## src/rtl/uart_rx_fifo.sv

```systemverilog
// Receive-side FWFT byte buffer between the UART receiver and the host.
// Each entry stores {framing_error, byte}. A sticky overrun flag records dropped bytes.
module uart_rx_fifo #(
    parameter int unsigned DEPTH  = 16,
    parameter int unsigned ADDR_W = 4
) (
    input  logic              rx_clk,
    input  logic              rst_n,
    input  logic [7:0]        wr_data,
    input  logic              wr_en,
    input  logic              wr_err,
    output logic [7:0]        rd_data,
    output logic              rd_err,
    output logic              rd_valid,
    input  logic              rd_ready,
    output logic [ADDR_W:0]   count,
    output logic              full,
    output logic              empty,
    output logic              overrun,
    input  logic              clr_overrun
);

    localparam logic [ADDR_W:0] LP_FULL_CNT = (ADDR_W + 1)'(DEPTH);

    logic [8:0]        r_mem [DEPTH];
    logic [ADDR_W-1:0] r_wr_ptr;
    logic [ADDR_W-1:0] r_rd_ptr;
    logic [ADDR_W:0]   r_count;
    logic              r_overrun;

    logic              w_full;
    logic              w_empty;
    logic              w_rd_fire;
    logic              w_wr_fire;
    logic              w_drop;
    logic [8:0]        w_head;

    assign w_full    = (r_count == LP_FULL_CNT);
    assign w_empty   = (r_count == '0);
    assign w_rd_fire = !w_empty && rd_ready;
    // A read in the same cycle frees the slot, so a full FIFO can still accept.
    assign w_wr_fire = wr_en && (!w_full || w_rd_fire);
    assign w_drop    = wr_en && w_full && !w_rd_fire;

    always_ff @(posedge rx_clk) begin
        if (w_wr_fire) begin
            r_mem[r_wr_ptr] <= {wr_err, wr_data};
        end
    end

    always_ff @(posedge rx_clk or negedge rst_n) begin
        if (!rst_n) begin
            r_wr_ptr <= '0;
            r_rd_ptr <= '0;
        end else begin
            if (w_wr_fire) begin
                r_wr_ptr <= r_wr_ptr + 1'b1;
            end
            if (w_rd_fire) begin
                r_rd_ptr <= r_rd_ptr + 1'b1;
            end
        end
    end

    always_ff @(posedge rx_clk or negedge rst_n) begin
        if (!rst_n) begin
            r_count <= '0;
        end else if (w_wr_fire && !w_rd_fire) begin
            r_count <= r_count + 1'b1;
        end else if (w_rd_fire && !w_wr_fire) begin
            r_count <= r_count - 1'b1;
        end
    end

    // Set has priority over clear so a drop is never lost.
    always_ff @(posedge rx_clk or negedge rst_n) begin
        if (!rst_n) begin
            r_overrun <= 1'b0;
        end else if (w_drop) begin
            r_overrun <= 1'b1;
        end else if (clr_overrun) begin
            r_overrun <= 1'b0;
        end
    end

    // Storage is not reset, so gate the head to keep outputs at zero while empty.
    assign w_head   = w_empty ? 9'h000 : r_mem[r_rd_ptr];
    assign rd_data  = w_head[7:0];
    assign rd_err   = w_head[8];
    assign rd_valid = !w_empty;
    assign count    = r_count;
    assign full     = w_full;
    assign empty    = w_empty;
    assign overrun  = r_overrun;

endmodule
```

## config.mk

```make
export PLATFORM = sky130hd
export DESIGN_NAME = uart_rx_fifo
export DESIGN_NICKNAME = d
export VERILOG_FILES = /design/src/rtl/uart_rx_fifo.sv
export SDC_FILE = /design/constraint.sdc
export NUM_CORES = 1
export LEC_CHECK = 0
export ABC_CLOCK_PERIOD_IN_PS = 2650
export CAP_MARGIN = 25
export CORE_AREA = 2 2 113 115
export DETAILED_ROUTE_END_ITERATION = 6
export DIE_AREA = 0 0 115 117
export GPL_ROUTABILITY_DRIVEN = 1
export HOLD_SLACK_MARGIN = 0.1
export PLACE_DENSITY = 0.75
export REMOVE_ABC_BUFFERS = 1
export SLEW_MARGIN = 0
export SYNTH_ARGS = -nofsm -noshare
export SYNTH_HDL_FRONTEND = slang
export SYNTH_SLANG_ARGS = --single-unit
```

## constraint.sdc

```tcl
create_clock -name rx_clk -period 2.65 [get_ports rx_clk]
set_clock_uncertainty 0.05 [all_clocks]
set_input_delay 0.6625 -clock rx_clk [delete_from_list [all_inputs] [get_ports rx_clk]]
set_output_delay 0.6625 -clock rx_clk [all_outputs]
set_load 0.1 [all_outputs]
```

Yosys cells after proc, flatten, opt, wreduce, memory -nomap -nowiden
Memories as Yosys holds them, arrays and structs flattened.
Cells that the tools add are included.
{"block": "classes", "n_addsub": 4, "n_eq_ne": 1, "n_mux": 7, "n_reduce_logical": 14}
{"op": "2-to-1 mux 5 bit", "count": 2}
{"op": "2-to-1 mux 9 bit", "count": 1}
{"op": "adder 4 x 1 -> 4 bit (second input constant)", "count": 2}
{"op": "logical AND 1 bit", "count": 6}
{"op": "adder 5 x 1 -> 5 bit (second input constant)", "count": 1}
{"op": "equality test 5 bit (second input constant)", "count": 1}
{"op": "zero test 5 bit", "count": 1}
{"op": "subtractor 5 x 1 -> 5 bit (second input constant)", "count": 1}
{"op": "zero test 1 bit", "count": 4}
{"op": "2-to-1 mux 1 bit", "count": 4}
{"op": "nonzero test 2 bit", "count": 2}
{"op": "logical OR 1 bit", "count": 1}
{"block": "totals", "register_bits": 14, "ramBits": 144, "word_cells": 31, "n_memories": 1}
{"name": "r_mem", "depth": 16, "word_bits": 9, "read_ports": 1, "rd_clocked_by_memory_dff": 0, "wr": 1, "line": "25", "text": "logic [8:0] r_mem [DEPTH];"}

Longest topological paths before layout
{"block": "depth", "depth_word": 9, "ltp_mapped": 10}

Least setup slack after synthesis
Ideal clock, no wire load.
{"block": "synth_path", "kind": "register to output", "from": "register r_count[0] (netlist: count[0])", "to": "output port rd_data[0]", "t_arrival_ns": 4.014, "t_required_ns": 1.938, "slack_ns": -2.076, "stages_incl_launch_ff": 6, "path_cell_list": "dfrtp_1 > nor4_4 > nand2b_4 > clkbuf_1 > o21ai_1 > a21oi_1"}
{"block": "synth_between", "elab_chain_cells": 2}
{"element": "start, declared", "line": "28", "text": "logic [ADDR_W:0] r_count;"}
{"element": "start signal, assigned", "line": "69", "text": "r_count <= r_count + 1'b1;"}
{"element": "start signal, assigned", "line": "71", "text": "r_count <= r_count - 1'b1;"}
{"element": "zero test 5 bit", "line": "39", "text": "assign w_empty = (r_count == '0);"}
{"element": "2-to-1 mux 9 bit", "line": "87", "text": "assign w_head = w_empty ? 9'h000 : r_mem[r_rd_ptr];"}
{"element": "end, declared", "line": "12", "text": "output logic [7:0] rd_data,"}
Every way passes these cells.

Worst setup path after layout
{"block": "layout_path", "from": "register r_rd_ptr[1]", "to": "output port rd_data[7]"}
{"block": "layout_between", "elab_chain_cells": 2}
{"element": "start, declared", "line": "27", "text": "logic [ADDR_W-1:0] r_rd_ptr;"}
{"element": "start signal, assigned", "line": "60", "text": "r_rd_ptr <= r_rd_ptr + 1'b1;"}
{"element": "memory read (16 x 9 bit)"}
{"element": "2-to-1 mux 9 bit", "line": "87"}
Every way passes these cells.

==> flow_summary.json <==
{
  "worstSetupPathType": "reg -> out",
  "cp.arrival_ns": 2.33,
  "core_um2": 12300,
  "synth.avg_cell_area_um2": 20.0,
  "maxSlewViolCount": 0,
  "critical_path_cell_list": "buf_6 > buf_6 > mux4_2 > mux2_4 > o21ai_2 > a21oi_2 > buf_12",
  "insertedDiodeCount": 0,
  "globalRoute.totalOverflow": 0,
  "postSynth.asyncResetShare_pct": 8.86,
  "pin_count": 32,
  "max-slew-margin-rel_pct": 41.5,
  "initial_util_pct": 52.9,
  "clock_path_buffers": 2,
  "die_h_um": 117,
  "hold_viol_final": 0,
  "grt.total_usage_pct": 20.5,
  "htree_levels": 4,
  "worst_setup_path_end_kind": "output pin",
  "syn2layout_area_growth_pct": 23.2,
  "clock-root-buffer": "sky130_fd_sc_hd__clkbuf_16",
  "finalCritPeriodShare_pct": 115,
  "route.final.wire_length_um": 12800,
  "critPathRequiredTime_ns": 1.94,
  "synth.yosys.seq_area_share_pct": 71.8,
  "io_buffers": 31,
  "outcome": "complete, but fails checks",
  "number_of_global_route_vias_before_repair": 3437,
  "synth.distinct_cells": 38,
  "place_congestion": 0.752,
  "wl_per_cell_um": 22.4,
  "placement_rows": 41,
  "initialDrtViolationCount": 397,
  "route.antenna.remaining_nets": 0,
  "die_area_um2": 13500,
  "drt_pass1_iterations": 4,
  "clock_tree_from_tritoncts": "built",
  "via_count": 3364,
  "clock_sink_count": 158,
  "failed_checks": "setup timing",
  "path_max_fanout": 5,
  "antenna_violations_before_repair": 0,
  "fin_nets": 432,
  "setup-violations-final": 9,
  "crit_path_start_kind": "flop",
  "postSynth.topFlopCell": "sky130_fd_sc_hd__edfxtp_1",
  "setup_tns_ns": -2.86,
  "setup_repair_after_global_routing_missed_its_margin": "true",
  "dp_worst_setup_slack_ns": -0.363,
  "reg_clk_slew_reported_paths_ns": 0.06,
  "post_synth_inst_count": 326,
  "critical-path-max-stage-delay_ns": 0.48,
  "worstSkewPairLatency_ns": 0.42,
  "cts-hold-fix-buffers": 0,
  "post_drt_via_cell_ratio": 5.89,
  "die_w_um": 115,
  "crit_slowest_cell": "sky130_fd_sc_hd__mux4_2",
  "most_repeated_library_cell_on_the_critical_path": "sky130_fd_sc_hd__buf_6",
  "remaining_drc_errors": 0,
  "maximum_number_of_pins_on_one_net_before_global_route_repair": 28,
  "synth_edf_count": 144,
  "critical_path_buf_inv_count": 3,
  "post-route-worst-setup-slack_ns": -0.390,
  "ys.warnings.count": 0,
  "cap_violations": 0,
  "synthesis_stage_register_bit_count": 158,
  "detailedPlacementHpwl_um": 7870,
  "synthesized_cell_area_um2": 6510,
  "cpLargestDelayFamily": "multiplexers",
  "cell_count_after_placement": 535,
  "drive_gt1_share_pct": 37.5,
  "max_clock_freq_mhz": 329,
  "cts_buffers": 17,
  "finish.cell_count_without_fillers": 571,
  "first_pass_grt_wire_length_um": 19400,
  "post_route_minimum_period_ns": 3.04,
  "tightestPinTransition_ns": 0.878,
  "hold_path_class": "reg -> reg"
}
## cell usage in the layout (no fill, tap or decap), types with 3 or more instances in the layout
master	count
sky130_fd_sc_hd__mux2i_1	10
sky130_fd_sc_hd__a21oi_2	9
sky130_fd_sc_hd__inv_1	5
sky130_fd_sc_hd__buf_4	48
sky130_fd_sc_hd__xnor2_1	8
sky130_fd_sc_hd__o21ai_2	7
sky130_fd_sc_hd__mux4_2	30
sky130_fd_sc_hd__clkinvlp_4	5
sky130_fd_sc_hd__nand2_1	11
sky130_fd_sc_hd__nor2_1	12
sky130_fd_sc_hd__edfxtp_1	144
sky130_fd_sc_hd__clkbuf_1	4
sky130_fd_sc_hd__mux4_1	6
sky130_fd_sc_hd__mux2_4	7
sky130_fd_sc_hd__buf_12	16
sky130_fd_sc_hd__ha_1	8
sky130_fd_sc_hd__dfrtp_1	12
sky130_fd_sc_hd__clkbuf_16	17
sky130_fd_sc_hd__o21ai_1	5
sky130_fd_sc_hd__clkdlybuf4s50_1	13
sky130_fd_sc_hd__nor3_1	7
sky130_fd_sc_hd__clkinv_2	3
## worst register-to-register path, stage by stage (launching register included)
cell,delay (ns)
sky130_fd_sc_hd__dfrtp_1,0.41
sky130_fd_sc_hd__nor4_4,0.40
sky130_fd_sc_hd__nand2b_4,0.08
sky130_fd_sc_hd__nand2_1,0.09
sky130_fd_sc_hd__ha_2,0.19
sky130_fd_sc_hd__inv_2,0.06
sky130_fd_sc_hd__fa_1,0.38
sky130_fd_sc_hd__a21o_1,0.26
sky130_fd_sc_hd__a21oi_2,0.17
sky130_fd_sc_hd__mux2i_1,0.19
sky130_fd_sc_hd__o31ai_1,0.09
## through the flow
step | area, µm² | utilization [%] | hold slack (ns)
after CTS | 8040 | 65.3 | 0.468
after floorplan | 6390 | - | 0.317
final | 8030 | 65.2 | 0.465
after global placement | 7370 | 59.8 | 0.447
after global routing | 8030 | 65.2 | 0.479
after detailed placement | 7370 | 59.8 | 0.443
## cells by family (layout without fill, tap and decap cells)
| logic type | count (synthesis) | count (layout) | share of synthesized area (%) |
|---|---|---|---|
| DFF | 158 | 158 | 71.8 |
| adders and majority gates | 10 | 10 | 2.04 |
| xor gates and xnor gates | 9 | 9 | 1.21 |
| muxes | 57 | 57 | 16.9 |
| and+or+nand+nor | 39 | 39 | 3.03 |
| AOI/OAI and AO/OA | 30 | 30 | 2.80 |
| buffers and inverters | 23 | 118 | 2.23 |
## flip-flops by register name, indices dropped and copies added, names as in the netlist
name	flops
r_mem	144
count	5
r_rd_ptr	4
r_wr_ptr	4
overrun	1
## routing by layer
metal  wire length, µm  GRT usage, %  vias up
met5                 0             0        -
met4               142          7.47        0
met3               706          5.05       10
met2              6640          34.1      126
met1              5280          26.9     1750
li1                  -             -     1478
## final timing paths
check / to / slack (ns) / depth (start not counted) / from
max: rd_data[7] / -0.39 / 7 / r_rd_ptr[1]
min: overrun / 0.46 / 1 / overrun
max reg2reg: count[4] / 0.16 / 10 / count[2]
min reg2reg: overrun / 0.46 / 1 / overrun
max in group asynchronous: r_rd_ptr[0] / 1.50 / 1 / rst_n
min in group asynchronous: overrun / 0.59 / 1 / rst_n
## cell type report
type                            count  area (µm²)
Sequential cell                   158        4680
Fill cell                         830        4290
Multi-Input combinational cell    145        1760
Timing Repair Buffer               79         833
Clock buffer                       22         454
Tap cell                          150         188
Clock inverter                     10        91.3
Inverter                            7        26.3
## Yosys cell counts, drive strengths merged (8+ instances only)
library cell / count / share of area, %
mux2: 11 / 1.9
mux2i: 10 / 1.5
buf: 11 / 1.2
edfxtp: 144 / 66
o21ai: 13 / 1.0
ha: 9 / 1.7
mux4: 36 / 13
dfrtp: 14 / 5.4
nor2: 12 / 0.69
xnor2: 8 / 1.1
a21oi: 11 / 0.85
nand2: 11 / 0.63
## timing repair
action                                 4_1_cts  5_1_grt
endpoints found under the hold margin        0        0
setup buffers                                4        0
pin swaps                                    1        3
setup endpoints to repair                   10       10
gates cloned                                 1        0
gates resized for setup                     37        8
Power is left out: the tool's default activity adds up to more than one toggle a clock period on the data nets, which glitch-free logic cannot reach.
